**src/rtl/hazard_ctrl_if.sv**
```systemverilog
// Pipeline hazard-control bundle: decode/execute/mem/wb pipe fields in, stall/flush/forward controls out.
// The slave side is the hazard controller; the master side is the core (or a testbench).
interface hazard_ctrl_if #(
    parameter int CNT_W = 32
);
    logic [4:0]       i_id_rs1;
    logic [4:0]       i_id_rs2;
    logic             i_id_use1;
    logic             i_id_use2;
    logic [4:0]       i_ex_rs1;
    logic [4:0]       i_ex_rs2;
    logic [4:0]       i_ex_RegDst;
    logic             i_ex_MemToReg;
    logic             i_ex_RegWrEn;
    logic [4:0]       i_mem_RegDst;
    logic             i_mem_RegWrEn;
    logic             i_mem_Access;
    logic             i_dmem_ready;
    logic             i_ctl_NextPC;
    logic [4:0]       i_wb_RegDst;
    logic             i_wb_RegWrEn;
    logic             o_fetch_stall;
    logic             o_decode_stall;
    logic             o_exec_stall;
    logic             o_decode_flush;
    logic             o_exec_flush;
    logic             o_mem_flush;
    logic [1:0]       o_fwd_a;
    logic [1:0]       o_fwd_b;
    logic [CNT_W-1:0] o_stall_cycles;
    logic             o_err;

    modport master (
        output i_id_rs1, i_id_rs2, i_id_use1, i_id_use2,
        output i_ex_rs1, i_ex_rs2, i_ex_RegDst, i_ex_MemToReg, i_ex_RegWrEn,
        output i_mem_RegDst, i_mem_RegWrEn, i_mem_Access, i_dmem_ready, i_ctl_NextPC,
        output i_wb_RegDst, i_wb_RegWrEn,
        input  o_fetch_stall, o_decode_stall, o_exec_stall,
        input  o_decode_flush, o_exec_flush, o_mem_flush,
        input  o_fwd_a, o_fwd_b, o_stall_cycles, o_err
    );

    modport slave (
        input  i_id_rs1, i_id_rs2, i_id_use1, i_id_use2,
        input  i_ex_rs1, i_ex_rs2, i_ex_RegDst, i_ex_MemToReg, i_ex_RegWrEn,
        input  i_mem_RegDst, i_mem_RegWrEn, i_mem_Access, i_dmem_ready, i_ctl_NextPC,
        input  i_wb_RegDst, i_wb_RegWrEn,
        output o_fetch_stall, o_decode_stall, o_exec_stall,
        output o_decode_flush, o_exec_flush, o_mem_flush,
        output o_fwd_a, o_fwd_b, o_stall_cycles, o_err
    );
endinterface

```
**src/rtl/hazard_ctrl.sv**
```systemverilog
// Hazard sequencer for the 5-stage RV32I pipeline: stall/flush controls, operand forwarding
// selects and a data-memory wait FSM with a sticky timeout error and a stall-cycle counter.
module hazard_ctrl #(
    parameter int MAX_WAIT = 16,
    parameter int CNT_W    = 32
) (
    input logic         clk,
    input logic         reset,
    hazard_ctrl_if.slave bus
);

    localparam int WCNT_W = $clog2(MAX_WAIT + 1);
    localparam logic [WCNT_W-1:0] WAIT_SAT = WCNT_W'(MAX_WAIT);
    localparam logic [WCNT_W-1:0] ERR_AT   = WCNT_W'(MAX_WAIT - 1);
    localparam logic [WCNT_W-1:0] W_ONE    = WCNT_W'(1);
    localparam logic [CNT_W-1:0]  C_ONE    = CNT_W'(1);

    typedef enum logic {
        RUN,
        WAIT
    } state_t;

    state_t            state_q, state_d;
    logic [WCNT_W-1:0] wait_cnt_q, wait_cnt_d;
    logic [CNT_W-1:0]  stall_cnt_q, stall_cnt_d;
    logic              err_q, err_d;

    logic              mem_wait;
    logic              load_use;
    logic              fetch_stall, decode_stall, exec_stall;
    logic              decode_flush, exec_flush, mem_flush;
    logic [1:0]        fwd_a, fwd_b;

    function automatic logic [1:0] fwd_sel(
        input logic [4:0] rs,
        input logic [4:0] mem_dst,
        input logic       mem_we,
        input logic [4:0] wb_dst,
        input logic       wb_we
    );
        logic [1:0] sel;
        sel = 2'b00;
        if (mem_we && (mem_dst != 5'd0) && (mem_dst == rs)) begin
            sel = 2'b01;
        end else if (wb_we && (wb_dst != 5'd0) && (wb_dst == rs)) begin
            sel = 2'b10;
        end
        return sel;
    endfunction

    // Priority: data-memory wait freezes everything, then a redirect, then a load-use bubble.
    always_comb begin
        mem_wait = (state_q == RUN) ? (bus.i_mem_Access && !bus.i_dmem_ready)
                                    : !bus.i_dmem_ready;
        load_use = bus.i_ex_MemToReg && bus.i_ex_RegWrEn && (bus.i_ex_RegDst != 5'd0) &&
                   ((bus.i_id_use1 && (bus.i_id_rs1 == bus.i_ex_RegDst)) ||
                    (bus.i_id_use2 && (bus.i_id_rs2 == bus.i_ex_RegDst)));

        fetch_stall  = 1'b0;
        decode_stall = 1'b0;
        exec_stall   = 1'b0;
        decode_flush = 1'b0;
        exec_flush   = 1'b0;
        mem_flush    = 1'b0;
        fwd_a        = 2'b00;
        fwd_b        = 2'b00;

        if (!reset) begin
            if (mem_wait) begin
                fetch_stall  = 1'b1;
                decode_stall = 1'b1;
                exec_stall   = 1'b1;
            end else if (bus.i_ctl_NextPC) begin
                decode_flush = 1'b1;
                exec_flush   = 1'b1;
                mem_flush    = 1'b1;
            end else if (load_use) begin
                fetch_stall  = 1'b1;
                decode_stall = 1'b1;
                exec_flush   = 1'b1;
            end
            fwd_a = fwd_sel(bus.i_ex_rs1, bus.i_mem_RegDst, bus.i_mem_RegWrEn,
                            bus.i_wb_RegDst, bus.i_wb_RegWrEn);
            fwd_b = fwd_sel(bus.i_ex_rs2, bus.i_mem_RegDst, bus.i_mem_RegWrEn,
                            bus.i_wb_RegDst, bus.i_wb_RegWrEn);
        end
    end

    // The wait count includes the RUN cycle that first misses, so it equals consecutive stalled cycles.
    always_comb begin
        state_d = state_q;
        case (state_q)
            RUN:     if (bus.i_mem_Access && !bus.i_dmem_ready) state_d = WAIT;
            WAIT:    if (bus.i_dmem_ready) state_d = RUN;
            default: state_d = RUN;
        endcase

        wait_cnt_d = '0;
        if (mem_wait) begin
            wait_cnt_d = (wait_cnt_q == WAIT_SAT) ? wait_cnt_q : wait_cnt_q + W_ONE;
        end
        err_d = err_q || (mem_wait && (wait_cnt_q >= ERR_AT));

        stall_cnt_d = stall_cnt_q;
        if (fetch_stall && (stall_cnt_q != '1)) begin
            stall_cnt_d = stall_cnt_q + C_ONE;
        end
    end

    always_ff @(posedge clk) begin
        if (reset) begin
            state_q     <= RUN;
            wait_cnt_q  <= '0;
            stall_cnt_q <= '0;
            err_q       <= 1'b0;
        end else begin
            state_q     <= state_d;
            wait_cnt_q  <= wait_cnt_d;
            stall_cnt_q <= stall_cnt_d;
            err_q       <= err_d;
        end
    end

    assign bus.o_fetch_stall  = fetch_stall;
    assign bus.o_decode_stall = decode_stall;
    assign bus.o_exec_stall   = exec_stall;
    assign bus.o_decode_flush = decode_flush;
    assign bus.o_exec_flush   = exec_flush;
    assign bus.o_mem_flush    = mem_flush;
    assign bus.o_fwd_a        = fwd_a;
    assign bus.o_fwd_b        = fwd_b;
    assign bus.o_stall_cycles = stall_cnt_q;
    assign bus.o_err          = err_q;

endmodule

```
**src/flat_wrapper.sv**
```systemverilog
// flat-port wrapper written by rule: the top's interface ports become plain ports
module hazard_ctrl_flat 
#(
    parameter int MAX_WAIT = 16,
    parameter int CNT_W    = 32
)
  (clk, reset, bus_i_id_rs1, bus_i_id_rs2, bus_i_id_use1, bus_i_id_use2, bus_i_ex_rs1, bus_i_ex_rs2, bus_i_ex_RegDst, bus_i_ex_MemToReg, bus_i_ex_RegWrEn, bus_i_mem_RegDst, bus_i_mem_RegWrEn, bus_i_mem_Access, bus_i_dmem_ready, bus_i_ctl_NextPC, bus_i_wb_RegDst, bus_i_wb_RegWrEn, bus_o_fetch_stall, bus_o_decode_stall, bus_o_exec_stall, bus_o_decode_flush, bus_o_exec_flush, bus_o_mem_flush, bus_o_fwd_a, bus_o_fwd_b, bus_o_stall_cycles, bus_o_err);
  hazard_ctrl_if #(.CNT_W(CNT_W)) bus_i ();
  input logic clk;
  input logic reset;
  input wire logic [$bits(bus_i.i_id_rs1)-1:0] bus_i_id_rs1;
  input wire logic [$bits(bus_i.i_id_rs2)-1:0] bus_i_id_rs2;
  input wire logic [$bits(bus_i.i_id_use1)-1:0] bus_i_id_use1;
  input wire logic [$bits(bus_i.i_id_use2)-1:0] bus_i_id_use2;
  input wire logic [$bits(bus_i.i_ex_rs1)-1:0] bus_i_ex_rs1;
  input wire logic [$bits(bus_i.i_ex_rs2)-1:0] bus_i_ex_rs2;
  input wire logic [$bits(bus_i.i_ex_RegDst)-1:0] bus_i_ex_RegDst;
  input wire logic [$bits(bus_i.i_ex_MemToReg)-1:0] bus_i_ex_MemToReg;
  input wire logic [$bits(bus_i.i_ex_RegWrEn)-1:0] bus_i_ex_RegWrEn;
  input wire logic [$bits(bus_i.i_mem_RegDst)-1:0] bus_i_mem_RegDst;
  input wire logic [$bits(bus_i.i_mem_RegWrEn)-1:0] bus_i_mem_RegWrEn;
  input wire logic [$bits(bus_i.i_mem_Access)-1:0] bus_i_mem_Access;
  input wire logic [$bits(bus_i.i_dmem_ready)-1:0] bus_i_dmem_ready;
  input wire logic [$bits(bus_i.i_ctl_NextPC)-1:0] bus_i_ctl_NextPC;
  input wire logic [$bits(bus_i.i_wb_RegDst)-1:0] bus_i_wb_RegDst;
  input wire logic [$bits(bus_i.i_wb_RegWrEn)-1:0] bus_i_wb_RegWrEn;
  output wire logic [$bits(bus_i.o_fetch_stall)-1:0] bus_o_fetch_stall;
  output wire logic [$bits(bus_i.o_decode_stall)-1:0] bus_o_decode_stall;
  output wire logic [$bits(bus_i.o_exec_stall)-1:0] bus_o_exec_stall;
  output wire logic [$bits(bus_i.o_decode_flush)-1:0] bus_o_decode_flush;
  output wire logic [$bits(bus_i.o_exec_flush)-1:0] bus_o_exec_flush;
  output wire logic [$bits(bus_i.o_mem_flush)-1:0] bus_o_mem_flush;
  output wire logic [$bits(bus_i.o_fwd_a)-1:0] bus_o_fwd_a;
  output wire logic [$bits(bus_i.o_fwd_b)-1:0] bus_o_fwd_b;
  output wire logic [$bits(bus_i.o_stall_cycles)-1:0] bus_o_stall_cycles;
  output wire logic [$bits(bus_i.o_err)-1:0] bus_o_err;
  assign bus_i.i_id_rs1 = bus_i_id_rs1;
  assign bus_i.i_id_rs2 = bus_i_id_rs2;
  assign bus_i.i_id_use1 = bus_i_id_use1;
  assign bus_i.i_id_use2 = bus_i_id_use2;
  assign bus_i.i_ex_rs1 = bus_i_ex_rs1;
  assign bus_i.i_ex_rs2 = bus_i_ex_rs2;
  assign bus_i.i_ex_RegDst = bus_i_ex_RegDst;
  assign bus_i.i_ex_MemToReg = bus_i_ex_MemToReg;
  assign bus_i.i_ex_RegWrEn = bus_i_ex_RegWrEn;
  assign bus_i.i_mem_RegDst = bus_i_mem_RegDst;
  assign bus_i.i_mem_RegWrEn = bus_i_mem_RegWrEn;
  assign bus_i.i_mem_Access = bus_i_mem_Access;
  assign bus_i.i_dmem_ready = bus_i_dmem_ready;
  assign bus_i.i_ctl_NextPC = bus_i_ctl_NextPC;
  assign bus_i.i_wb_RegDst = bus_i_wb_RegDst;
  assign bus_i.i_wb_RegWrEn = bus_i_wb_RegWrEn;
  assign bus_o_fetch_stall = bus_i.o_fetch_stall;
  assign bus_o_decode_stall = bus_i.o_decode_stall;
  assign bus_o_exec_stall = bus_i.o_exec_stall;
  assign bus_o_decode_flush = bus_i.o_decode_flush;
  assign bus_o_exec_flush = bus_i.o_exec_flush;
  assign bus_o_mem_flush = bus_i.o_mem_flush;
  assign bus_o_fwd_a = bus_i.o_fwd_a;
  assign bus_o_fwd_b = bus_i.o_fwd_b;
  assign bus_o_stall_cycles = bus_i.o_stall_cycles;
  assign bus_o_err = bus_i.o_err;
  hazard_ctrl #(.MAX_WAIT(MAX_WAIT), .CNT_W(CNT_W)) u_core (.clk(clk), .reset(reset), .bus(bus_i));
endmodule
```
**config.mk**
```make
export PLATFORM = sky130hd
export DESIGN_NAME = hazard_ctrl_flat
export DESIGN_NICKNAME = d
export VERILOG_FILES = /design/src/rtl/hazard_ctrl_if.sv /design/src/rtl/hazard_ctrl.sv /design/src/flat_wrapper.sv
export SDC_FILE = /design/constraint.sdc
export NUM_CORES = 1
export LEC_CHECK = 0
export ABC_CLOCK_PERIOD_IN_PS = 3100
export CAP_MARGIN = 20
export CORE_MARGIN = 2
export CORE_UTILIZATION = 30
export DETAILED_ROUTE_END_ITERATION = 10
export SLEW_MARGIN = 20
export SYNTH_ARGS = -nofsm -noshare
export SYNTH_HDL_FRONTEND = slang
export SYNTH_SLANG_ARGS = --single-unit
```
**constraint.sdc**
```tcl
create_clock -name clk -period 3.1 [get_ports clk]
set_clock_uncertainty 0.2 [all_clocks]
set_input_delay 0.62 -clock clk [delete_from_list [all_inputs] [get_ports clk]]
set_output_delay 0.62 -clock clk [all_outputs]
set_load 0.05 [all_outputs]
```
==> results of run 1 <==
state kept, by name, indices dropped and copies added (netlist names):
name / cells
u_core.bus.o_stall_cycles: 32
u_core.bus.o_err: 1
u_core.wait_cnt_q: 5
u_core.state_q: 1
where the power goes:
group	internal, mW	total [mW]	switching [mW]
combinational	0.112	0.210	0.0977
sequential	0.502	0.504	0.00178
clock	0.154	0.333	0.179
total	0.769	1.05	0.278
critical path, cell delays in order:
cell,delay (ns)
clkdlybuf4s50_1,0.60
o21ai_4,0.10
buf_6,0.12
buf_4,0.12
buf_4,0.13
nor4_2,0.35
buf_12,0.19
synthesized netlist by cell type, types with 2 or more instances:
master    instances
and3_1            3
nand2_1          16
buf_4             2
nand3_1          15
mux2_2            3
clkbuf_1          5
and4_1            2
a21oi_1          26
xor2_1           12
buf_2             4
nor3_1            9
nor2b_1           4
inv_1            13
xnor2_1          23
mux2i_1           2
buf_6             3
ha_1              4
o31ai_1           7
dfxtp_1          39
nand4_1          10
o21ai_0          20
or3_1            19
nor4_1            7
nor2_1           18
and2_1            2
or4_1            13
logic make-up after synthesis:
family,after synthesis,synth area share [%]
adder cells (fa/ha/maj),4,2.088
flip-flops,39,32.57
buffers and inverters,27,5.689
AND/OR/NAND/NOR,123,29.38
XOR/XNOR,35,12.79
AO/OA/AOI/OAI,61,15.24
multiplexers,5,2.244
layer usage:
layer  share of wire (%)  vias up  routed length, um
li1                    -     1296                  -
met1                  44     1192               2873
met2                  48       84               3120
met3                 6.2        8                404
met4                 1.2        0                 79
met5                   0        -                  0
through the flow:
stage / setup slack [ns] / power [mW] / area [um^2] / hold slack, ns
floorplan: -0.2786 / 0.6008 / 2419 / 0.2955
global placement: -0.2549 / 0.7130 / 3617 / 0.2612
detailed placement: -0.3097 / 0.7154 / 3617 / 0.2650
CTS: 0.01347 / 1.054 / 3747 / 0.2760
global route: -0.003291 / 1.092 / 3814 / 0.2919
finish: 0.04216 / 1.047 / 3814 / 0.2652
layout make-up:
| type | instances | area share [%] |
|---|---|---|
| Multi-Input combinational cell | 228 | 41.70 |
| Timing Repair Buffer | 118 | 31.00 |
| Sequential cell | 39 | 20.47 |
| Tap cell | 102 | 3.346 |
| Clock buffer | 5 | 1.804 |
| Inverter | 13 | 1.280 |
| Clock inverter | 3 | 0.3937 |
timing repair:
action,4_1_cts,5_1_grt
cloned,0,0
gates resized for setup,29,13
pin swaps,6,7
setup buffers,1,2
endpoints found under the setup margin,5,4
path summary, 6_finish.rpt:
path	endpoint	from	depth (start not counted)	slack, ns
hold / removal	u_core.bus.o_err	u_core.bus.o_err	2	0.27
setup reg to reg	u_core.bus.o_stall_cycles[1]	u_core.bus.o_stall_cycles[13]	7	0.44
hold reg to reg	u_core.bus.o_err	u_core.bus.o_err	2	0.27
setup / recovery	bus_o_fwd_b[0]	bus_i_mem_RegDst[1]	7	0.04
==> impl_metrics.csv, run 1 <==
group,metric,value,unit
run_status,outcome,"completed",
global_route,grtUsageTotal,14.71,%
clocking,cts-hold-fix-buffers,0,
cells_and_area,areaGrowthSynthToFinish,59.08,%
cells_and_area,drive_above_1_share,18.23,%
synthesis,synth-seq-cells,39,
floorplan,rows,32,
routing,wl,6477,um
synthesis,avgSynthCellArea,8.154,um^2
critical_path,critPathKind,"in2out",
cells_and_area,utilization,49.35,%
cells_and_area,nets,455,
global_route,grt_pass1_vias,2500,
timing,finalCritPeriodShare,98.64,%
clocking,cts.sinks,39,
place,globalplace.congestion,0.7789,
synthesis,seq_area_frac_synth,32.57,%
critical_path,start_kind,"input port",
global_route,grt-ovfl-total,0,
timing,setup_tns,0,ns
synthesis,synth_area,2397,um^2
worst_hold_path,hold_class,"reg2reg",
cells_and_area,nFillCells,716,
timing,max_freq,327.0,MHz
cells_and_area,final_cell_mix,"clkdlybuf4s50_1 (58), dfxtp_1 (39), buf_4 (30)",
timing,slew_headroom,61.98,%
timing,finalHoldViolCount,0,
floorplan,dieArea,8722,um^2
place,dp_hpwl,4948,um
power,leakagePower,1.344,nW
routing,via_per_inst,5.079,
place,port_buffers,88,
global_route,grt_max_degree,21,
global_route,use_met3,3.465,%
timing,fin_crit,3.058,ns
synthesis,yosysUniqueCellTypes,39,
routing,first_iter_violations,79,
global_route,antenna_found_initial,0,
global_route,use_met2,25.54,%
synthesis,async_reset_ff_share,0,%
synthesis,syn_inst,294,
critical_path,crit_fanout,3,
clocking,clk_root_buffer_cell,"clkbuf_8",
clocking,htreeDepth,2,
floorplan,initial_core_util,31.02,%
synthesis,synth_flop_cell,"dfxtp_1",
floorplan,core_area,7727,um^2
place,placedCellCount,497,
cells_and_area,diodes,0,
synthesis,yosys.area.top_type,"dfxtp_1",
synthesis,yosys_warnings,0,
floorplan,top_level_ports,89,
critical_path,required,2.28,ns
cells_and_area,register_area,780.7,um^2
global_route,grt_pass1_wl,10700,um
synthesis,synth_top_area_share,32.57,%
clocking,cts_tree,"yes",
routing,routedWlPerCell,12.75,um
timing,tightest_slew,0.5659,ns
timing,setup_viol,0,
clocking,clockBufferDepth,2,
flow_run,maxCapViolCount,0,
floorplan,die_y,93.39,um
critical_path,arrival,2.24,ns
synthesis,synth_edf_count,0,
power,peakVddDrop,0.1254,mV
routing,drt-pass1-iter-count,4,
global_route,use_met1,18.17,%
critical_path,cp-end-kind,"output port",
routing,drc,0,
synthesis,synth_top_cells_by_area,"dfxtp_1 (33%), xnor2_1 (8.4%), a21oi_1 (5.4%)",
timing,drv_slew,0,
global_route,busiest_layer,"met2",
clocking,clk_latency,0.29,ns
synthesis,syn_nets,344,
clocking,cts_buffers,5,
cells_and_area,fin_cells,508,
clocking,clkSlewWorstSetupHoldPaths,0.07,ns
cells_and_area,multiInputGateArea,1590,um^2
routing,num_vias,2580,
power,p_per_area,274.5,nW/um^2
floorplan,die_w,93.39,um
routing,postRouteAntennaNets,0,
cells_and_area,final_common_cell,"clkdlybuf4s50_1",
Power figures use the tool's default switching activity.
==> inputs of run 2 (changes only) <==
--- a/config.mk
+++ b/config.mk
@@ -10,6 +10,7 @@
 export CORE_MARGIN = 2
 export CORE_UTILIZATION = 30
 export DETAILED_ROUTE_END_ITERATION = 10
+export SETUP_SLACK_MARGIN = 0.1
 export SLEW_MARGIN = 20
 export SYNTH_ARGS = -nofsm -noshare
 export SYNTH_HDL_FRONTEND = slang
==> run 2 against run 1 <==
Net effect:
- non-clock buffer count increased by 2
- combinational power about the same
- register-to-register slack about the same
- final cell count grew 0.39%
- sequential power about the same
- via count is 1.6% lower
- clock power rose by 52%
==> impl_metrics.csv, run 2 (synthesis gave the netlist of run 1 again) <==
group,metric,value,unit
flow_run,maxCapViolCount,0,
cells_and_area,final_common_cell,"clkdlybuf4s50_1",
global_route,grt_pass1_vias,2525,
clocking,htreeDepth,2,
critical_path,critPathKind,"in2out",
floorplan,die_w,93.39,um
cells_and_area,largest_reg_flops,32,
global_route,antenna_found_initial,0,
cells_and_area,areaGrowthSynthToFinish,62.16,%
place,placed_area,3625,um^2
timing,max_freq,338.8,MHz
global_route,grt_pass1_wl,10900,um
cells_and_area,final_cell_mix,"clkdlybuf4s50_1 (51), dfxtp_1 (39), buf_4 (32)",
cells_and_area,drive_above_1_share,19.36,%
routing,routedWlPerCell,12.80,um
cells_and_area,register_area,780.7,um^2
global_route,grtUsageTotal,15.21,%
clocking,cts_buffers,5,
critical_path,path_cells,"clkdlybuf4s15_1 -> buf_6 -> xor2_1 -> or4_4 -> nor4_4 -> buf_12",
timing,slew_headroom,62.76,%
place,globalplace.congestion,0.7999,
critical_path,cp_slowest_cell,"or4_4",
cells_and_area,fin_area,3887,um^2
cells_and_area,fin_cells,510,
clocking,clk_latency,0.30,ns
floorplan,top_level_ports,89,
clocking,clkSlewWorstSetupHoldPaths,0.07,ns
floorplan,dieArea,8722,um^2
timing,drv_slew,0,
critical_path,required,2.28,ns
floorplan,initial_core_util,31.02,%
routing,first_iter_violations,37,
routing,drt-pass1-iter-count,4,
cells_and_area,diodes,0,
clocking,cts.sinks,39,
floorplan,die_y,93.39,um
critical_path,slowest_delay,0.53,ns
timing,finalHoldViolCount,0,
critical_path,crit_fanout,2,
run_status,outcome,"completed",
power,peakVddDrop,0.1597,mV
place,place_ws,-0.1632,ns
cells_and_area,nets,457,
clocking,clk_root_buffer_cell,"clkbuf_8",
routing,via_per_inst,4.976,
timing,tightest_slew,0.5559,ns
place,dp_hpwl,4965,um
routing,drc,0,
power,leakagePower,1.423,nW
cells_and_area,multiInputGateArea,1589,um^2
timing,rsz0062_at_grt,"yes",
timing,finalCritPeriodShare,95.20,%
cells_and_area,nFillCells,773,
floorplan,core_area,7727,um^2
timing,fin_crit,2.951,ns
global_route,grt-ovfl-total,0,
floorplan,rows,32,
routing,num_vias,2538,
routing,postRouteAntennaNets,0,
clocking,cts-hold-fix-buffers,0,
place,port_buffers,88,
power,p_per_area,313.8,nW/um^2
global_route,grt_max_degree,22,
critical_path,arrival,2.13,ns
worst_hold_path,hold_class,"reg2reg",
critical_path,start_kind,"input port",
timing,worst_slack,0.1487,ns
clocking,clockBufferDepth,2,
routing,wl,6526,um
clocking,cts_tree,"yes",
place,placedCellCount,498,
timing,setup_viol,0,
critical_path,cp-end-kind,"output port",
-- run 2: cell types whose count changed in the layout (fill, tap and decap cells not counted), moves of 2 or more --
cell and delta:
clkinv_2 -3, bufinv_16 +2, dlymetal6s2s_1 +6, buf_4 +2
clkdlybuf4s50_1 -7, clkbuf_2 +2, clkdlybuf4s15_1 +2, dlygate4sd2_1 -3
-- run 2: worst paths after layout --
check / cells past startpoint / endpoint / slack, ns / startpoint
setup / recovery: 6 / bus_o_fwd_a[1] / 0.15 / bus_i_wb_RegDst[4]
hold / removal: 2 / u_core.bus.o_err / 0.28 / u_core.bus.o_err
setup reg to reg: 7 / u_core.bus.o_stall_cycles[1] / 0.43 / u_core.bus.o_stall_cycles[6]
hold reg to reg: 2 / u_core.bus.o_err / 0.28 / u_core.bus.o_err
-- run 2: repair_timing --
action,CTS,global route
pin swaps,8,12
gates resized for setup,32,25
setup buffers,3,1
endpoints found under the setup margin,5,7
-- run 2: layer usage --
metal	track usage (%)	vias up	wire (um)
met5	0	-	0
met4	5.270	0	52
met3	3.465	4	333
met2	26.92	60	3231
met1	17.96	1179	2909
li1	-	1295	-
-- run 2: critical path, delay by kind of cell --
family	cells	cell delay, ns
xor+xnor	1	0.13
buf+inv	3	0.51
simple gates	2	0.87
-- run 2: layout make-up --
| class | count | share of cell area [%] |
|---|---|---|
| repair buffers | 120 | 31.03 |
| clock buffers | 6 | 1.867 |
| clock inverters | 2 | 1.545 |
| well taps | 102 | 3.283 |
| inverters | 13 | 1.320 |
| multi-input cells | 228 | 40.88 |
| flip-flops and latches | 39 | 20.08 |
-- run 2: through the flow --
step | hold WS [ns] | setup TNS (ns) | util, % | total power [mW]
2_1_floorplan | 0.2955 | -0.8061 | - | 0.6008
3_3_place_gp | 0.2570 | -1.041 | 46.91 | 0.7147
3_5_place_dp | 0.2718 | -1.834 | 46.91 | 0.7167
4_1_cts | 0.2822 | 0 | 49.45 | 1.234
5_1_grt | 0.3138 | 0 | 50.31 | 1.273
6_report | 0.2804 | 0 | 50.31 | 1.220
-- run 2: report_power, final --
group          switching, mW  internal (mW)  total, mW
Combinational         0.0980          0.112      0.210
Sequential           0.00183          0.502      0.504
Clock                  0.183          0.322      0.505
==> inputs of run 3 (changes only) <==
--- a/config.mk
+++ b/config.mk
@@ -10,6 +10,7 @@
 export CORE_MARGIN = 2
 export CORE_UTILIZATION = 30
 export DETAILED_ROUTE_END_ITERATION = 10
+export MAX_ROUTING_LAYER = met4
 export SETUP_SLACK_MARGIN = 0.1
 export SLEW_MARGIN = 20
 export SYNTH_ARGS = -nofsm -noshare
==> run 3 against run 2 <==
Net effect:
- critical path depth is the same
- final cell count is the same
- clock power is essentially flat
- die area is the same
- final area is the same
- critical path type unchanged
- clock-buffer cell count is the same
- sequential share of layout area is the same
- combinational power is essentially flat
- largest cell class unchanged
- power is essentially flat
==> impl_metrics.csv, run 3 (synthesis gave the netlist of run 1 again) <==
group,metric,value,unit
critical_path,start_kind,"input port",
cells_and_area,drive_above_1_share,19.36,%
cells_and_area,nets,457,
power,power,1.220,mW
timing,fin_hold_ws,0.2804,ns
timing,slew_headroom,62.90,%
floorplan,core_area,7727,um^2
routing,drc,0,
routing,postRouteAntennaNets,0,
critical_path,crit_fanout,2,
cells_and_area,fin_cells,510,
critical_path,r2r_slack,0.44,ns
power,peakVddDrop,0.1597,mV
floorplan,rows,32,
place,dp_hpwl,4965,um
timing,drv_slew,0,
floorplan,top_level_ports,89,
place,placedCellCount,498,
critical_path,required,2.28,ns
floorplan,die_w,93.39,um
clocking,clk_latency,0.29,ns
cells_and_area,utilization,50.31,%
routing,num_vias,2536,
clocking,htreeDepth,2,
routing,first_iter_violations,43,
global_route,grtUsageTotal,15.62,%
timing,setup_viol,0,
clocking,clockBufferDepth,2,
global_route,grt_pass1_wl,10900,um
clocking,cts_tree,"yes",
routing,drt-pass1-iter-count,4,
cells_and_area,nFillCells,773,
floorplan,dieArea,8722,um^2
clocking,cts.sinks,39,
worst_hold_path,hold_class,"reg2reg",
timing,tightest_slew,0.5538,ns
timing,fin_crit,2.951,ns
critical_path,arrival,2.13,ns
floorplan,die_y,93.39,um
critical_path,cp-end-kind,"output port",
floorplan,initial_core_util,31.02,%
power,leakagePower,1.423,nW
cells_and_area,register_area,780.7,um^2
cells_and_area,areaGrowthSynthToFinish,62.16,%
cells_and_area,diodes,0,
clocking,cts_buffers,5,
global_route,grt_max_degree,22,
global_route,grt-ovfl-total,0,
power,p_per_area,313.8,nW/um^2
critical_path,critPathKind,"in2out",
timing,setup_tns,0,ns
routing,routedWlPerCell,12.79,um
run_status,outcome,"completed",
cells_and_area,final_common_cell,"clkdlybuf4s50_1",
timing,rsz0062_at_grt,"yes",
global_route,antenna_found_initial,0,
cells_and_area,largest_reg_flops,32,
timing,finalCritPeriodShare,95.21,%
timing,finalHoldViolCount,0,
clocking,cts-hold-fix-buffers,0,
cells_and_area,final_cell_mix,"clkdlybuf4s50_1 (51), dfxtp_1 (39), buf_4 (32)",
routing,wl,6523,um
global_route,grt_pass1_vias,2525,
clocking,clk_root_buffer_cell,"clkbuf_8",
place,globalplace.congestion,0.8114,
timing,max_freq,338.8,MHz
flow_run,maxCapViolCount,0,
place,port_buffers,88,
routing,via_per_inst,4.973,
cells_and_area,multiInputGateArea,1589,um^2
clocking,clkSlewWorstSetupHoldPaths,0.07,ns
run 3: repair_timing:
item	4_1_cts	5_1_grt
setup endpoints to repair	5	7
pin swaps	8	12
setup buffers	3	1
gates resized for setup	32	25
run 3: where the power goes:
part | internal (mW) | switching, mW | leakage [nW]
Clock | 0.322 | 0.183 | 0.0654
Sequential | 0.502 | 0.00183 | 0.314
Combinational | 0.112 | 0.0980 | 1.04
run 3: worst paths after layout:
check	startpoint	to	cells after the start
worst max-delay path	bus_i_wb_RegDst[4]	bus_o_fwd_a[1]	6
worst min-delay path	u_core.bus.o_err	u_core.bus.o_err	2
worst max register to register	u_core.bus.o_stall_cycles[6]	u_core.bus.o_stall_cycles[1]	7
worst min register to register	u_core.bus.o_err	u_core.bus.o_err	2
run 3: area by class of cell:
type / instances / area share [%]
well taps: 102 / 3.283
clock inverters: 2 / 1.545
repair buffers: 120 / 31.03
multi-input cells: 228 / 40.88
inverters: 13 / 1.320
clock buffers: 6 / 1.867
flip-flops and latches: 39 / 20.08
run 3: worst max-delay path, stage by stage:
cell	delay, ns
clkdlybuf4s15_1	0.20
buf_6	0.13
xor2_1	0.13
or4_4	0.53
nor4_4	0.34
buf_12	0.18
run 3: routing by layer:
metal	up-vias	global-route usage [%]	routed length (um)
li1	1295	-	-
met1	1174	18.46	2972
met2	63	26.92	3229
met3	4	2.659	269
met4	0	5.270	52
met5	-	-	0
run 3: through the flow:
| stage | cell area, um^2 | worst slack [ns] |
|---|---|---|
| 2_1_floorplan | 2419 | -0.2786 |
| 3_3_place_gp | 3625 | -0.1905 |
| 3_5_place_dp | 3625 | -0.1632 |
| 4_1_cts | 3821 | 0.04101 |
| 5_1_grt | 3887 | 0.08897 |
| 6_report | 3887 | 0.1486 |
